`src/rtl/sub_spi_pkg.sv`:
```
// Shared types and defaults for the temperature sub-block SPI slave control path.
package sub_spi_pkg;

    localparam int SPI_DATA_WIDTH  = 8;
    localparam int SPI_SYNC_STAGES = 2;

    typedef enum logic [1:0] {
        IDLE   = 2'd0,
        LOAD   = 2'd1,
        ACTIVE = 2'd2
    } spi_slv_state_e;

endpackage

```
`src/rtl/sub_sync_edge.sv`:
```
// Multi-stage synchroniser for an asynchronous pad input with one-cycle rise/fall detection.
module sub_sync_edge #(
    parameter int   STAGES    = 2,
    parameter logic RESET_VAL = 1'b0
) (
    input  logic clk,
    input  logic rst,
    input  logic d,
    output logic rise,
    output logic fall
);

    logic [STAGES-1:0] sync_q;
    logic              prev_q;
    logic [STAGES:0]   flush_q;
    logic              level;

    always_ff @(posedge clk) begin
        if (rst) begin
            sync_q  <= {STAGES{RESET_VAL}};
            prev_q  <= RESET_VAL;
            flush_q <= '0;
        end else begin
            sync_q  <= {sync_q[STAGES-2:0], d};
            prev_q  <= sync_q[STAGES-1];
            flush_q <= {flush_q[STAGES-1:0], 1'b1};
        end
    end

    assign level = sync_q[STAGES-1];

    // Edges are masked until the reset value has fully drained from the chain, so a
    // pad already low/high at reset release never looks like a fresh transition.
    assign rise = flush_q[STAGES] &  level & ~prev_q;
    assign fall = flush_q[STAGES] & ~level &  prev_q;

endmodule

```
`src/rtl/sub_spi_slave_ctrl.sv`:
```
// SPI mode-0 slave control: pad sync/edge detect, load/shift strobes for the shift block,
// one-byte transmit holding register and receive byte capture.
module sub_spi_slave_ctrl
    import sub_spi_pkg::*;
#(
    parameter int DATA_WIDTH  = SPI_DATA_WIDTH,
    parameter int SYNC_STAGES = SPI_SYNC_STAGES
) (
    input  logic                  pclk,
    input  logic                  rst,
    input  logic                  sclk_pad_i,
    input  logic                  cs_n_pad_i,
    input  logic [DATA_WIDTH-1:0] tx_data,
    input  logic                  tx_valid,
    output logic                  tx_ready,
    output logic [DATA_WIDTH-1:0] sub_tx,
    output logic                  tx_load,
    output logic                  slave_transfer_shift_en,
    output logic                  slave_receive_shift_en,
    input  logic [DATA_WIDTH-1:0] sub_rx,
    output logic [DATA_WIDTH-1:0] rx_data,
    output logic                  rx_valid,
    output logic                  tx_underrun,
    output logic                  busy
);

    localparam int              CNT_W   = $clog2(DATA_WIDTH);
    localparam logic [CNT_W-1:0] CNT_MAX = CNT_W'(DATA_WIDTH - 1);

    logic sclk_rise;
    logic sclk_fall;
    logic cs_rise;
    logic cs_fall;

    spi_slv_state_e        state;
    logic [CNT_W-1:0]      bit_cnt;
    logic                  bits_seen;
    logic                  rx_pending;
    logic [DATA_WIDTH-1:0] hold_q;

    sub_sync_edge #(
        .STAGES    (SYNC_STAGES),
        .RESET_VAL (1'b0)
    ) u_sclk_sync (
        .clk  (pclk),
        .rst  (rst),
        .d    (sclk_pad_i),
        .rise (sclk_rise),
        .fall (sclk_fall)
    );

    sub_sync_edge #(
        .STAGES    (SYNC_STAGES),
        .RESET_VAL (1'b1)
    ) u_cs_sync (
        .clk  (pclk),
        .rst  (rst),
        .d    (cs_n_pad_i),
        .rise (cs_rise),
        .fall (cs_fall)
    );

    assign sub_tx = hold_q;

    always_ff @(posedge pclk) begin
        if (rst) begin
            state                   <= IDLE;
            bit_cnt                 <= '0;
            bits_seen               <= 1'b0;
            rx_pending              <= 1'b0;
            hold_q                  <= '0;
            tx_ready                <= 1'b1;
            tx_load                 <= 1'b0;
            slave_transfer_shift_en <= 1'b0;
            slave_receive_shift_en  <= 1'b0;
            rx_data                 <= '0;
            rx_valid                <= 1'b0;
            tx_underrun             <= 1'b0;
            busy                    <= 1'b0;
        end else begin
            tx_load                 <= 1'b0;
            slave_transfer_shift_en <= 1'b0;
            slave_receive_shift_en  <= 1'b0;
            rx_valid                <= 1'b0;
            tx_underrun             <= 1'b0;

            case (state)
                IDLE: begin
                    bit_cnt   <= '0;
                    bits_seen <= 1'b0;
                    if (cs_fall) begin
                        state <= LOAD;
                        busy  <= 1'b1;
                    end
                end
                LOAD: begin
                    tx_load   <= 1'b1;
                    bit_cnt   <= '0;
                    bits_seen <= 1'b0;
                    state     <= ACTIVE;
                end
                ACTIVE: begin
                    if (cs_rise) begin
                        state     <= IDLE;
                        busy      <= 1'b0;
                        bit_cnt   <= '0;
                        bits_seen <= 1'b0;
                    end else if (sclk_rise) begin
                        slave_receive_shift_en <= 1'b1;
                        bits_seen              <= 1'b1;
                        bit_cnt <= (bit_cnt == CNT_MAX) ? '0 : bit_cnt + 1'b1;
                    end else if (sclk_fall) begin
                        if (bit_cnt == '0 && bits_seen)
                            tx_load <= 1'b1;
                        else
                            slave_transfer_shift_en <= 1'b1;
                    end
                end
                default: begin
                    state <= IDLE;
                    busy  <= 1'b0;
                end
            endcase

            // Pending is raised while the wrapping shift strobe is visible, so the capture
            // lands one cycle after the shift block has absorbed the last bit.
            if (rx_pending) begin
                rx_data    <= sub_rx;
                rx_valid   <= 1'b1;
                rx_pending <= 1'b0;
            end else if (slave_receive_shift_en && bit_cnt == '0) begin
                rx_pending <= 1'b1;
            end

            if (tx_load) begin
                tx_underrun <= tx_ready;
                if (!tx_ready) begin
                    hold_q   <= '0;
                    tx_ready <= 1'b1;
                end
            end
            // A handshake needs tx_ready, so it never collides with a consuming load.
            if (tx_valid && tx_ready) begin
                hold_q   <= tx_data;
                tx_ready <= 1'b0;
            end
        end
    end

endmodule

```
`config.mk`:
```
export PLATFORM = sky130hd
export DESIGN_NAME = sub_spi_slave_ctrl
export DESIGN_NICKNAME = d
export VERILOG_FILES = /design/src/rtl/sub_spi_pkg.sv /design/src/rtl/sub_sync_edge.sv /design/src/rtl/sub_spi_slave_ctrl.sv
export SDC_FILE = /design/constraint.sdc
export NUM_CORES = 1
export LEC_CHECK = 0
export ABC_CLOCK_PERIOD_IN_PS = 3150
export CORE_UTILIZATION = 50
export CTS_BUF_LIST = sky130_fd_sc_hd__clkbuf_4 sky130_fd_sc_hd__clkbuf_8 sky130_fd_sc_hd__clkbuf_16
export DETAILED_ROUTE_END_ITERATION = 16
export HOLD_SLACK_MARGIN = 0.1
export PLACE_DENSITY_LB_ADDON = 0.05
export SLEW_MARGIN = 5
export SYNTH_ARGS = -nofsm -noshare
export SYNTH_HDL_FRONTEND = slang
export SYNTH_SLANG_ARGS = --single-unit
```
`constraint.sdc`:
```
create_clock -name pclk -period 3.15 [get_ports pclk]
set_clock_uncertainty 0.1 [all_clocks]
set_input_delay 0.315 -clock pclk [delete_from_list [all_inputs] [get_ports pclk]]
set_output_delay 0.315 -clock pclk [all_outputs]
set_load 0.005 [all_outputs]
```
==> key figures, run 1 <==
Die
  – Overall die height: a little under 60 µm
  – Overall die width: approximately 60 µm
  – Number of cell rows: 20
  – Die area: around 0.0034 mm²
  – Placeable core region: approximately 0.003 mm²
  – IO Pins: 44
  – Effective utilization at floorplan: a little over half

Worst setup path
  – Family of cells with the greatest summed delay on the critical path: flip-flops
  – Worst reg-to-reg setup slack: ~1400 ps
  – Worst reg2reg endpoint: state[1]
  – Critical Path Source Type: register
  – Worst Path Required: 2730 ps
  – Logic depth of the worst path, buffers included: 1
  – Buffers plus inverters on the worst setup path: 1
  – Worst-path cell with the longest stage delay: dfxtp_1
  – Critical path data arrival time: approximately 1700 ps
  – Critical path's largest stage delay: a little over 700 ps
  – Endpoint class of the critical path: output pin
  – Type of the setup path with the least slack: reg -> out
  – Series of cell instances along the critical path: clkdlybuf4s50_1
  – Register-to-Register Path Depth: 6
  – Critical R2R Launch: state[0]
  – Crit Path Max Fanout: 20

STA
  – Period utilization: between 60% and 70%
  – FMAX: slightly below 0.5 GHz
  – Slew at the pin with the worst max-slew slack: between 600 and 700 ps
  – Setup repair after global routing missed its margin: no
  – Setup slack after layout: between 1000 and 1500 ps
  – Min Tclk post-route: just over 2000 ps
  – Aggregate negative setup slack: 0 ps
  – Final number of max-transition violations: 0
  – Final setup violation count: 0
  – Worst rel slew slack: between 50% and 60%
  – Hold violation total from the final report: 0

Worst hold path
  – Min-Delay Path Depth: 1
  – Hold Crit Class: reg -> reg
  – Hold endpoint: u_cs_sync.sync_q[1]
  – Launch instance of the worst min-delay path: u_cs_sync.sync_q[0]

Final layout
  – Final net count: 225
  – Diode count: 0
  – Post-Layout Inst Area: between 0.002 and 0.0025 mm²
  – Final cell count without fillers: 242
  – Area delta synth->final: 32.4%
  – Share of final-layout standard cells stronger than drive strength 1: between 10% and 20%

Synthesis
  – Yosys synthesis warning count: 0
  – Number of storage elements in the synthesis netlist: 39
  – Syn_nets: ~180
  – Library cells used by synthesis: 32
  – Gate Count Post-Synth: ~160
  – Post-Syn Area per Cell: between 10 and 15 µm²
  – Synth Flop Type: dfxtp_1
  – Proportion of register bits with asynchronous set or reset after synthesis: 0%
  – Post-synthesis instance area: between 0.0015 and 0.002 mm²
  – Number of enable flip-flop cells after synthesis: 0
  – Sequential-to-total area share from yosys stat: 49.2%

Place
  – Area post-placement: about 0.0020 mm²
  – Final estimated routing congestion in global placement: just under 0.8
  – Number of placed instances with taps included: 235
  – Number of port buffers: 43
  – DP Worst Slack: between 1000 and 1500 ps
  – Post-detail-place hpwl: approximately 2100 µm

GRT
  – Total congestion overflow after global routing: 0
  – Number of global-route vias before repair: 1141
  – Maximum number of pins on one net before global-route repair: 21
  – Global-route wire length before repair: 4860 µm
  – Total routing resource utilization after global routing: 19.0%
  – Number of antenna violations at the first check in global routing: 0

Power
  – Power Density: slightly above 400 mW/mm²
  – Leakage power: ~0.78 nW
  – Internal cell power: 0.666 mW
  – Overall power after layout: 0.852 mW
  – Net switching power: ~0.19 mW
  – Switching share of power: 21.8%
  – Share of power burned in the clock network: slightly below 30%
  – Part of the power in registers: between 60% and 70%
  – Comb pwr share: under 10%
  – Worst IR Drop VDD: ~0.00032 V

Clock network
  – H-tree levels: 2
  – Clock tree sinks: 39
  – # resized after CTS: 0
  – Hold buffer count at cts: 0
  – Clock root buffer master: clkbuf_4
  – Number of buffers on the longest clock path: 2
  – Reg clk slew, reported paths: about 100 ps
  – Number of buffers added by the clock tree synthesis step: 5
  – Post-CTS repair timing setup buffer count: 0
  – TritonCTS clock tree: built
  – Worst-Skew Late Latency: 320 ps

Routing
  – Iteration-0 DRC count of the detailed router: 29
  – Avg WL per Cell: roughly 12 µm
  – Routed wire length on met3: around 160 µm
  – Post-DRT Antenna Nets: 0
  – Routed met1 length: about 1300 µm
  – Highest metal layer with signal wires: met4
  – Routed Wire Length: slightly below 3000 µm
  – Via count: about 1200
  – Vias per inst: roughly 5.0
  – Count of unresolved DRC violations after routing: 0
  – Total iterations of the first detailed-routing run: 4
  – Met2 layer wire length in the routed design: around 1400 µm

Job
  – Number of violations of the max-capacitance limit: 0

Run status
  – Outcome: complete, no violations
[Yosys cell counts, drive strengths merged, types with 3 or more instances]
| cell | number | share of area (%) |
|---|---|---|
| a21oi | 11 | 3.5 |
| dfxtp | 39 | 49 |
| ha | 6 | 4.7 |
| or2 | 3 | 1.2 |
| nand2 | 4 | 0.95 |
| nor2b | 7 | 2.8 |
| nor2 | 20 | 4.9 |
| mux2 | 8 | 5.7 |
| clkbuf | 3 | 0.71 |
| inv | 9 | 2.1 |
| and3 | 3 | 1.2 |
| buf | 5 | 1.5 |
| mux2i | 9 | 5.7 |
| nor3 | 3 | 0.95 |
| nor3b | 9 | 4.6 |
[final cells by class]
cell class | instances | area, µm²
Multi-Input combinational cell | 99 | 738
Clock buffer | 6 | 51.3
Inverter | 9 | 33.8
Tap cell | 44 | 55.1
Fill cell | 244 | 926
Sequential cell | 39 | 781
Clock inverter | 1 | 5.00
Timing Repair Buffer | 44 | 438
[layer usage]
metal | track usage (%) | up-vias
met2 | 32.5 | 38
li1 | - | 610
met4 | 6.12 | 0
met1 | 22.6 | 563
met3 | 6.37 | 2
met5 | 0 | -
[stage by stage]
stage | utilization [%] | hold WS (ps)
floorplan | - | 289
global placement | 67.6 | 296
detailed placement | 67.6 | 301
CTS | 69.4 | 326
global route | 69.4 | 344
finish | 69.4 | 321
[state kept, by name (all words and copies together), names as in the netlist, 2 cells and up]
name                cells
sub_tx                  8
u_sclk_sync.sync_q      2
u_cs_sync.flush_q       3
state                   2
rx_data                 8
bit_cnt                 3
u_cs_sync.sync_q        2
[cells by family after synthesis]
group                    share of synthesized area, %
AO/OA/AOI/OAI                                    8.75
adder cells (fa/ha/maj)                          4.73
buffers and inverters                            4.33
flip-flops                                       49.2
multiplexers                                     11.3
AND/OR/NAND/NOR                                  21.7
[power groups by stage]
stage | logic (mW) | clock network [mW] | registers [mW]
2_1_floorplan | 0.0424 | 0 | 0.525
6_report | 0.0838 | 0.250 | 0.519
4_1_cts | 0.0847 | 0.261 | 0.519
5_1_grt | 0.0912 | 0.281 | 0.521
3_3_place_gp | 0.0826 | 0 | 0.529
3_5_place_dp | 0.0843 | 0 | 0.530
[cell usage in the layout, fill, tap and decap left out, types with 2 or more instances in the layout]
| cell type | Yosys | layout |
|---|---|---|
| nor2b_1 | 7 | 7 |
| nand2b_1 | 2 | 2 |
| dfxtp_1 | 39 | 39 |
| nor3b_1 | 8 | 8 |
| clkbuf_4 | 0 | 5 |
| inv_1 | 9 | 9 |
| nand2_1 | 4 | 4 |
| nor3_1 | 3 | 3 |
| a21oi_1 | 11 | 11 |
| clkdlybuf4s50_1 | 0 | 43 |
| a22o_1 | 2 | 2 |
| mux2_2 | 8 | 8 |
| and3_1 | 3 | 3 |
| or2_2 | 3 | 3 |
| nor2_1 | 19 | 19 |
| ha_1 | 6 | 6 |
| mux2i_1 | 9 | 9 |
[how the worst max path moves through the flow]
stage | start | endpoint | slack (ps)
global route | tx_ready | tx_ready | 970
floorplan | state[0] | state[1] | 1600
CTS | tx_ready | tx_ready | 1060
detailed placement | rst | rx_pending | 1200
global placement | rst | rx_pending | 1250
finish | tx_ready | tx_ready | 1080
Power figures use the tool's default switching activity.
==> run 2: changes to the inputs <==
--- a/config.mk
+++ b/config.mk
@@ -5,8 +5,8 @@
 export SDC_FILE = /design/constraint.sdc
 export NUM_CORES = 1
 export LEC_CHECK = 0
-export ABC_CLOCK_PERIOD_IN_PS = 3150
-export CORE_UTILIZATION = 50
+export ABC_CLOCK_PERIOD_IN_PS = 2000
+export CORE_UTILIZATION = 47
 export CTS_BUF_LIST = sky130_fd_sc_hd__clkbuf_4 sky130_fd_sc_hd__clkbuf_8 sky130_fd_sc_hd__clkbuf_16
 export DETAILED_ROUTE_END_ITERATION = 16
 export HOLD_SLACK_MARGIN = 0.1
==> constraint.sdc (replaced) <==
create_clock -name pclk -period 2 [get_ports pclk]
set_clock_uncertainty 0.1 [all_clocks]
set_input_delay 0.2 -clock pclk [delete_from_list [all_inputs] [get_ports pclk]]
set_output_delay 0.2 -clock pclk [all_outputs]
set_load 0.005 [all_outputs]
==> run 2 against run 1 <==
Total power increased by 59%. Combinational power increased by 74%. Global-route usage down 0.28 points. Worst setup slack worse by 840 ps. Non-clock buffer count rose by 3. Register-to-register slack got worse by 1100 ps. Hold slack worse by 5.5 ps.
==> key figures, run 2 (synthesized netlist as in run 1, its figures left out) <==
Place
  – Post-detail-place hpwl: 2250 µm (+8.0%)
  – Final estimated routing congestion in global placement: 0.741 (-3.9%)
  – Number of placed instances with taps included: 238 (+1.3%)
  – Area post-placement: 0.00207 mm² (+1.1%)
  – Number of port buffers: 43 (unchanged)

STA
  – Setup repair after global routing missed its margin: no
  – Period utilization: ~90%
  – Min Tclk post-route: between 1500 and 2000 ps
  – Aggregate negative setup slack: 0 ps (unchanged)
  – Worst rel slew slack: 67.1% (+7.4 points)
  – Final number of max-transition violations: 0 (unchanged)
  – FMAX: between 0.5 and 0.6 GHz
  – Hold Slack: 316 ps (-5.46 ps)
  – Final setup violation count: 0 (unchanged)
  – Hold violation total from the final report: 0 (unchanged)
  – Slew at the pin with the worst max-slew slack: 493 ps (-110 ps)

Power
  – Internal cell power: 1.06 mW (+58%)
  – Comb pwr share: 10.8% (+1.0 points)
  – Worst IR Drop VDD: 0.000553 V (+71%)
  – Share of power burned in the clock network: 29.5% (+0.2 points)
  – Power Density: 638 mW/mm² (+57%)
  – Switching share of power: 22.1% (+0.32 points)
  – Part of the power in registers: 59.7% (-1.2 points)
  – Net switching power: 0.300 mW (+61%)
  – Leakage power: 0.799 nW (+2.1%)

Worst hold path
  – Launch instance of the worst min-delay path: u_cs_sync.sync_q[0]
  – Hold Crit Class: reg -> reg

Worst setup path
  – Worst-path cell with the longest stage delay: clkdlybuf4s50_1
  – Crit Path Max Fanout: 11 (-45%)
  – Critical Path Source Type: register
  – Critical path data arrival time: 1460 ps (-200 ps)
  – Start point of the critical path: tx_load
  – Critical path's largest stage delay: 570 ps (-150 ps)
  – Family of cells with the greatest summed delay on the critical path: buffers and inverters
  – Buffers plus inverters on the worst setup path: 1 (unchanged)
  – Worst Path Required: 1700 ps (-1030 ps)
  – Endpoint class of the critical path: output pin
  – Critical R2R Launch: state[0]
  – Series of cell instances along the critical path: clkdlybuf4s50_1
  – Type of the setup path with the least slack: reg -> out

Clock network
  – Number of buffers on the longest clock path: 2 (unchanged)
  – Post-CTS repair timing setup buffer count: 0 (unchanged)
  – Clock root buffer master: clkbuf_4
  – Hold buffer count at cts: 0 (unchanged)
  – TritonCTS clock tree: built
  – H-tree levels: 2 (unchanged)
  – # resized after CTS: 0 (unchanged)
  – Worst-Skew Late Latency: 330 ps (about the same)
  – Clock tree sinks: 39 (unchanged)
  – Number of buffers added by the clock tree synthesis step: 5 (unchanged)
  – Reg clk slew, reported paths: 110 ps (about the same)

Final layout
  – Highest-count cells in the layout ignoring fill and taps: clkdlybuf4s50_1 (43), dfxtp_1 (39), nor2_1 (19)
  – Diode count: 0 (unchanged)
  – Final cell count without fillers: 246 (+1.7%)
  – Post-Layout Inst Area: 0.00213 mm² (+1.1%)
  – Utilization of the core after routing: 68.0% (-1.5 points)
  – Area delta synth->final: 33.9%
  – Share of final-layout standard cells stronger than drive strength 1: 15.8% (+1.7 points)
  – Most common cell after layout, fill and taps aside: clkdlybuf4s50_1
  – Final net count: 228 (+1.3%)

Job
  – Number of violations of the max-capacitance limit: 0 (unchanged)

GRT
  – Total routing resource utilization after global routing: 18.7% (-0.28 points)
  – Global-route wire length before repair: 4920 µm (+1.1%)
  – Maximum number of pins on one net before global-route repair: 20 (-4.8%)
  – Number of global-route vias before repair: 1194 (+4.6%)
  – Number of antenna violations at the first check in global routing: 0 (unchanged)
  – Total congestion overflow after global routing: 0 (unchanged)

Die
  – IO Pins: 44 (unchanged)
  – Placeable core region: 0.00313 mm² (+3.3%)
  – Overall die width: 60.1 µm (+3.0%)
  – Number of cell rows: 20 (unchanged)
  – Overall die height: 60.1 µm (+3.0%)
  – Effective utilization at floorplan: 50.8% (-1.7 points)
  – Die area: 0.00361 mm² (+6.2%)

Routing
  – Total iterations of the first detailed-routing run: 5 (+1)
  – Post-DRT Antenna Nets: 0 (unchanged)
  – Iteration-0 DRC count of the detailed router: 36 (+24%)
  – Vias per inst: 4.96 (-1.1%)
  – Avg WL per Cell: 12.0 µm (+0.62%)
  – Via count: 1219 (+0.49%)
  – Count of unresolved DRC violations after routing: 0 (unchanged)
  – Routed Wire Length: 2950 µm (+2.3%)

Run status
  – Outcome: complete, no violations
==> run 2: stage by stage <==
stage / worst slack (ps) / power (mW)
5_1_grt: 149 / 1.43
2_1_floorplan: 447 / 0.893
3_5_place_dp: 281 / 0.976
4_1_cts: 228 / 1.37
3_3_place_gp: 339 / 0.969
6_report: 243 / 1.36
==> run 2: cell type report <==
class | count | area [µm²]
repair buffers | 47 | 460
fillers | 260 | 1000
flip-flops and latches | 39 | 781
clock buffers | 7 | 52.6
clock inverters | 1 | 5.00
multi-input cells | 99 | 738
inverters | 9 | 33.8
well taps | 44 | 55.1
==> run 2: power by group through the flow <==
stage               Combinational (mW)  Sequential [mW]  Clock [mW]
global route                     0.160            0.814       0.455
finish                           0.146            0.810       0.400
floorplan                       0.0669            0.826           0
global placement                 0.143            0.826           0
CTS                              0.148            0.810       0.415
detailed placement               0.148            0.828           0
==> run 2: final timing paths <==
check | to | slack (ps) | cells past startpoint
worst max-delay path | tx_load | 240 | 1
worst min-delay path | u_cs_sync.sync_q[1] | 320 | 1
worst max register to register | bit_cnt[2] | 310 | 6
worst min register to register | u_cs_sync.sync_q[1] | 320 | 1
==> run 2: layer usage <==
metal	global-route usage [%]	vias to the layer above	wire, µm
met2	32.0	32	1430
met1	20.8	556	1340
met4	9.97	0	56
met3	5.41	8	129
met5	0	-	0
li1	-	623	-
